$ cat src/rtl/irq_claim_arbiter.sv
// Per-target interrupt gateway bank with round-robin claim arbitration.
// Each source is latched IDLE -> PENDING -> INSERVICE and released on completion.
module irq_claim_arbiter #(
  parameter int NumIntrSrc = 16,
  parameter int IdWidth    = $clog2(NumIntrSrc + 1)
) (
  input  logic               clk_i,
  input  logic               rst_ni,
  input  logic [NumIntrSrc-1:0] irqs_i,
  output logic               irq_o,
  input  logic               claim_i,
  output logic               claim_valid_o,
  output logic [IdWidth-1:0] claim_id_o,
  input  logic               complete_i,
  input  logic [IdWidth-1:0] complete_id_i,
  output logic               complete_err_o
);

  localparam int PtrW = $clog2(NumIntrSrc);

  typedef enum logic [1:0] {
    GW_IDLE,
    GW_PEND,
    GW_INSVC
  } gw_e;

  gw_e                  gw_q [NumIntrSrc];
  gw_e                  gw_d [NumIntrSrc];
  logic [PtrW-1:0]      ptr_q, ptr_d;
  logic                 claim_valid_q, claim_valid_d;
  logic [IdWidth-1:0]   claim_id_q, claim_id_d;
  logic                 complete_err_q, complete_err_d;

  logic [NumIntrSrc-1:0] pend;
  logic [NumIntrSrc-1:0] cand;
  logic                  found;
  logic [PtrW-1:0]       win;
  logic                  comp_hit;

  always_comb begin
    for (int i = 0; i < NumIntrSrc; i++) begin
      pend[i] = (gw_q[i] == GW_PEND);
    end
  end

  // Round-robin: prefer pending sources at or above ptr, otherwise wrap to the lowest.
  always_comb begin
    cand  = pend & ({NumIntrSrc{1'b1}} << ptr_q);
    if (cand == '0) begin
      cand = pend;
    end
    found = 1'b0;
    win   = '0;
    for (int i = NumIntrSrc - 1; i >= 0; i--) begin
      if (cand[i]) begin
        found = 1'b1;
        win   = PtrW'(i);
      end
    end
  end

  always_comb begin
    gw_d           = gw_q;
    ptr_d          = ptr_q;
    claim_valid_d  = 1'b0;
    claim_id_d     = '0;
    comp_hit       = 1'b0;

    for (int i = 0; i < NumIntrSrc; i++) begin
      if (gw_q[i] == GW_IDLE && irqs_i[i]) begin
        gw_d[i] = GW_PEND;
      end
      if (complete_i && gw_q[i] == GW_INSVC && complete_id_i == IdWidth'(i + 1)) begin
        gw_d[i]  = GW_IDLE;
        comp_hit = 1'b1;
      end
    end
    complete_err_d = complete_i && !comp_hit;

    // Winner comes from the pre-edge PENDING set, so a source that is completing
    // or newly asserting this cycle can never be claimed here.
    if (claim_i) begin
      claim_valid_d = 1'b1;
      if (found) begin
        gw_d[win]  = GW_INSVC;
        claim_id_d = IdWidth'(win) + IdWidth'(1);
        ptr_d      = (win == PtrW'(NumIntrSrc - 1)) ? '0 : win + PtrW'(1);
      end
    end
  end

  always_ff @(posedge clk_i) begin
    if (!rst_ni) begin
      for (int i = 0; i < NumIntrSrc; i++) begin
        gw_q[i] <= GW_IDLE;
      end
      ptr_q          <= '0;
      claim_valid_q  <= 1'b0;
      claim_id_q     <= '0;
      complete_err_q <= 1'b0;
    end else begin
      gw_q           <= gw_d;
      ptr_q          <= ptr_d;
      claim_valid_q  <= claim_valid_d;
      claim_id_q     <= claim_id_d;
      complete_err_q <= complete_err_d;
    end
  end

  assign irq_o          = |pend;
  assign claim_valid_o  = claim_valid_q;
  assign claim_id_o     = claim_id_q;
  assign complete_err_o = complete_err_q;

endmodule

$ cat config.mk
export PLATFORM = sky130hd
export DESIGN_NAME = irq_claim_arbiter
export DESIGN_NICKNAME = d
export VERILOG_FILES = /design/src/rtl/irq_claim_arbiter.sv
export SDC_FILE = /design/constraint.sdc
export NUM_CORES = 1
export LEC_CHECK = 0
export BUFFER_PORTS_ARGS = -buffer_cell sky130_fd_sc_hd__buf_4
export CORE_MARGIN = 2
export CORE_UTILIZATION = 59
export CTS_BUF_LIST = sky130_fd_sc_hd__clkbuf_16
export DETAILED_ROUTE_END_ITERATION = 8
export HOLD_SLACK_MARGIN = 0.1
export MAX_ROUTING_LAYER = met4
export PLACE_DENSITY = 0.81
export SLEW_MARGIN = 40
export SYNTH_ARGS = -nofsm -noshare
export SYNTH_HDL_FRONTEND = slang
export SYNTH_SLANG_ARGS = --single-unit
$ cat constraint.sdc
create_clock -name clk_i -period 3.8 [get_ports clk_i]
set_input_delay 0.19 -clock clk_i [delete_from_list [all_inputs] [get_ports clk_i]]
set_output_delay 0.19 -clock clk_i [all_outputs]
set_load 0.05 [all_outputs]
Word-level counts from Yosys, hierarchy flattened. Index checks and enable logic that the tools add are counted.

Register bits: 43. Bits in latches: 0. RAM bits: 0. Bits in read-only memories: 0. Input port bits: 25. Output and inout port bits: 8. Logic and storage cells: 237. Memories kept: 0.

$add $sub $neg: 2. Multipliers: 0. Divide/modulo/power cells: 0. $lt $le $gt $ge: 2. Equal/unequal tests: 49. Shifts and indexed selects: 1. Mux-type cells: 87. Bitwise logic cells: 5. Reduce and logical (&&, ||, !) cells: 71.

Operators by type and width (count): 4-bit two-way mux (17); 2-bit two-way mux (33); 32-bit two-way mux (2); 1-bit logical AND (50); 5-bit by 4-bit == test with 1-bit output, second input constant (8); 1-bit two-way mux (33); 16-bit AND (2); 2-bit by 1-bit == test with 1-bit output, second input constant (16); 2-bit == test, second input constant (16); 2-bit zero test (16); 5-bit by 3-bit == test with 1-bit output, second input constant (4); 16-bit zero test (1); 16-bit two-way mux (1); 16-bit NOT (1); 16-bit bitwise OR (1); 16-bit OR reduction (1); 16-bit by 4-bit << shifter with 16-bit output, first input constant (1); 5-bit by 2-bit == test with 1-bit output, second input constant (2); 2-bit demux with 4-bit select (1); 4-bit by 1-bit adder with 5-bit output, second input constant (1); 5-bit by 1-bit == test with 1-bit output, second input constant (1); 5-bit == test, second input constant (1); 5-bit >= comparator, second input constant (1); 5-bit by 1-bit less-than comparator with 1-bit output, second input constant (1); 6 further kinds (6).

Longest topological paths before layout.
Depth after elaboration: 29. Depth in mapped cells: 15. Depth with buffers taken out: 13.

Worst setup path before layout. Ideal clock, no wire load.

Path kind: flip-flop to flip-flop. From: reg ptr_q[0]. To: reg gw_q[1] (netlist bit). Library setup time: 0.114 ns. Data arrival time: 2.971 ns. Data required time: 3.686 ns. Setup slack: 0.715 ns. Cell stages (with the launch flop): 16. Buffers on the path: 2. Clock period less this slack: 3.085 ns. Cell sequence: dfxtp_1 buf_4 nand4_2 a31oi_4 o2111ai_2 nor3_4 o21ai_0 a211oi_1 o22ai_1 o21ai_1 inv_1 ha_1 and2_1 buf_4 and3_1 a21o_1.

Longest elaborated chain between the ends: 28. Elaborated cells between the ends (all ways): 45. Classes of those cells: 2 x order compare; 1 x shift; 37 x mux; 3 x bitwise; 2 x reduce/logical.

RTL lines: start, declared (RTL line 29) `logic [PtrW-1:0] ptr_q, ptr_d;`; start signal, assigned (RTL line 103) `ptr_q <= ptr_d;`; 16-bit by 4-bit << shifter with 16-bit output * (RTL line 48) `cand = pend & ({NumIntrSrc{1'b1}} << ptr_q);`; 16-bit AND * (RTL line 48); 16-bit zero test (RTL line 49) `if (cand == '0) begin`; 16-bit two-way mux * (RTL line 49); 4-bit two-way mux (16 in series) (RTL line 55) `if (cand[i]) begin`; 4-bit NOT with 5-bit output (not written as such) (RTL line 85) `gw_d[win] = GW_INSVC;`; 5-bit >= comparator (not written as such) or 5-bit by 1-bit less-than comparator with 1-bit output (tied branches) (RTL line 85); 1-bit logical AND (not written as such) (RTL line 85); 2-bit two-way mux (not written as such) (RTL line 85); 2-bit demux with 4-bit select (RTL line 85); 16-bit bitwise OR (no source line); 32-bit two-way mux * (RTL line 84) `if (found) begin`; 32-bit two-way mux * (RTL line 82) `if (claim_i) begin`; end signal, assigned (RTL line 102) `gw_q <= gw_d;`; end, declared (RTL line 27) `gw_e gw_q [NumIntrSrc];`.

Every way passes the cells marked *; elsewhere a longest branch is shown, timed or not. A chain may end at the register's enable or synchronous reset.

Final worst setup path.
From: reg ptr_q[1]. To: reg gw_q[1] (netlist bit).

The elaborated chain is that of the path after synthesis.

==> metrics.md <==
| Metric | Value |
|---|---|
| Status | finished clean |
| Crit. End Element | flip-flop |
| Ant. Diodes | 0 |
| CTS tree | built |
| Fill count | between 400 and 500 |
| Worst hold slack | 126 ps |
| Crit path to | gw_q[1] |
| DRT iter0 DRCs | between 300 and 400 |
| R2R depth | 13 |
| GP Congestion | between 1 and 1.5 |
| Largest net degree at the start of global routing | 23 |
| Vias in the first global route | between 2,000 and 3,000 |
| Worst setup startpoint | ptr_q[1] |
| Syn. warnings | 0 |
| GRT overflow | 0 |
| GRT Total Usage | 0.331 |
| DRC Markers | 0 |
| Register-to-register setup slack | between 200 and 250 ps |
| Most common cell after layout, fill and taps aside | buf_4 |
| Share of layout cells above drive strength 1 | 0.227 |
| Final wirelength | 8.34 mm |
| Initial Util | 0.603 |
| Area delta synth->final | 17.1% |
| Vias | between 2,000 and 3,000 |
| Final Hold Viols | 0 |
| Crit start category | flip-flop |
| Final Max Slew Viols | 0 |
| Initial antenna violation count | 0 |
| Hold-fix buffers, CTS | 0 |
| Row count | 25 |
| Unique masters post-synth | 67 |
| Fin crit share | 0.942 |
| Number of buffers created by CTS | 5 |
| Max frequency | between 0.2 and 0.3 GHz |
| Relative slew slack | 0.514 |
| Core Area | around 4700 sq um |
| Final min period | between 3000 and 4000 ps |
| I/O Pins | 33 |
| Total power density per cell area | slightly below 900 nW/um^2 |
| Clk Latency, worst-skew pair | approximately 280 ps |
| Finished Core Util | 0.706 |
| Largest family of logic cells by synthesized area | compound AO/OA/AOI/OAI gates |
| Hold/Removal Path Class | primary input to flip-flop |
| Synth Area in Adders | 0.0178 |
| Slew @ Worst Pin | around 720 ps |
| Yosys reg bits | between 40 and 50 |
| Synthesized area | 2810 sq um |
| Die height | roughly 73 microns |
| Crit Reg-Reg Endpoint | gw_q[1] |
| HPWL Detailed | approximately 6.2 mm |
| CTS sink cnt | 43 |
| Post-Synthesis Net Count | approximately 380 |
| Post-synthesis xor/xnor area fraction | 0.00623 |
| Syn Inst Count | between 300 and 400 |
| Vias per cell | between 6 and 7 |
| Area occupied by multi-input gates | about 1800 sq um |
| Die area | 5330 sq um |
| Die width | 73.0 microns |
| Synth Area in Compound Gates | 0.317 |
| Reg2Reg Launch Point | ptr_q[1] |
| DR pass1 iterations | 5 |
| WP data required | slightly below 4000 ps |
| I/O Buffers | 32 |
| First-pass GRT wire length | 13.1 mm |
| Detail Route Antenna Nets | 0 |
| Root Buffer | clkbuf_16 |
| Reg area | approximately 870 sq um |
| Peak supply drop | roughly 0.5 mV |
| Crit Path Category | flip-flop to flip-flop |
| CP Max Fanout | 16 |
| Mux contribution to synthesized area | 0 |
| Leak Pwr | roughly 1.3 nW |
| H-tree Lvls | 2 |
| FFs w/ async S/R, synth | 0 |
| Avg Cell Area, Syn | 7.94 sq um |
| Worst-path clk slew | 60 ps |
| Most frequent cells in the layout | buf_4 (45), a21oi_1 (40), dfxtp_1 (39) |
| WL/cell | roughly 19 microns |
| Post-synth EDFFs | 0 |
| Max Root-Sink Buffers | 2 |
| CP arrival | about 3800 ps |
| Number of max-cap violations | 0 |
| Worst Skew | between 4 and 5 ps |
| Final setup viols | 0 |
| Final nets | about 420 |
| Sequential fraction of the synthesis area | 0.306 |
| Top_reg_cell synth | dfxtp_1 |
| Post-Synth Simple-Gate Area | 0.306 |
[final cells by class]
class / count / area share
clock buffers: 5 / 0.0380
flip-flops and latches: 43 / 0.263
repair buffers: 45 / 0.103
well taps: 54 / 0.0205
inverters: 9 / 0.0103
clock inverters: 2 / 0.0114
multi-input cells: 284 / 0.554
[cells by family (layout without fill, tap and decap cells)]
family,count (synthesis),count (layout)
compound gates,129,129
xor+xnor,2,2
fa+ha+maj,4,4
buf+inv,27,61
flops,43,43
simple gates,149,149
[layer usage]
layer  track usage  vias to the layer above  wire, microns
met5             -                        -              0
met4         0.115                        0            247
met3        0.0511                       21            715
met2         0.504                      175           3790
met1         0.446                     1349           3590
li1              -                     1362              -
[through the flow]
step / instance area [sq um] / total power (W) / TNS, ps / worst slack (ps) / instances
after floorplan: 2810 / 0.00189 / 0 / 715 / 354
after detailed placement: 3120 / 0.00231 / 0 / 89.2 / 435
after global routing: 3290 / 0.00302 / -6.51 / -6.51 / 442
after global placement: 3120 / 0.00229 / 0 / 212 / 435
final: 3290 / 0.00286 / 0 / 221 / 442
after CTS: 3280 / 0.00280 / 0 / 70.2 / 442
[report_power, final]
group / internal (W) / switching [W]
Clock: 0.000306 / 0.000175
Sequential: 0.000576 / 0.000172
Combinational: 0.000583 / 0.00105
Total: 0.00146 / 0.00140
[repair_timing]
action	CTS	global route
endpoints found under the setup margin	0	30
hold endpoints to repair	0	0
buffers inserted	0	0
gates resized for setup	0	6
[critical path: stages (launching register included)]
cell and delay (ps):
dfxtp_2 510, nand2_1 240, a32oi_2 260, o2111ai_2 250
nor3_4 340, o21ai_0 160, a211oi_1 230, o22ai_1 140
o21ai_1 350, inv_1 140, ha_1 250, and2_2 250
and3_1 200, a21o_1 150
[state kept, by name, summed over array words and instances, names as in the netlist]
signal / count
claim_valid_o: 1
gw_q: 32
ptr_q: 4
complete_err_o: 1
claim_id_o: 5
[worst min-delay path by stage]
stage / startpoint / to / slack, ps / cells past startpoint
finish: claim_i / claim_valid_o / 130 / 2
global route: claim_i / claim_valid_o / 130 / 2
CTS: claim_i / claim_valid_o / 130 / 2
detailed placement: claim_i / claim_valid_o / 420 / 2
global placement: claim_i / claim_valid_o / 400 / 2
floorplan: claim_i / claim_valid_o / 310 / 1
[synth_stat cells (4+ instances only)]
cell       n  area, sq um
a21oi_2    4         35.0
nand2b_1  19          119
a211oi_1   7         52.6
nand2_1   35          131
a21oi_1   40          200
o31ai_1   10         75.1
and2_1     7         43.8
nand3_1    4         20.0
buf_2      4         20.0
clkbuf_1   8         30.0
nor2b_1   23          144
nor4_1     4         25.0
nor3_1     5         25.0
inv_1      9         33.8
nand2_2    4         25.0
o21ai_0   24          120
o211ai_1   4         30.0
buf_4      5         37.5
nor2_1    20         75.1
ha_1       4         50.1
a31oi_1    4         25.0
nor3b_1    4         30.0
dfxtp_1   43          861
nand3b_1   4         30.0
Note: power is estimated with default switching activity, not from simulation.
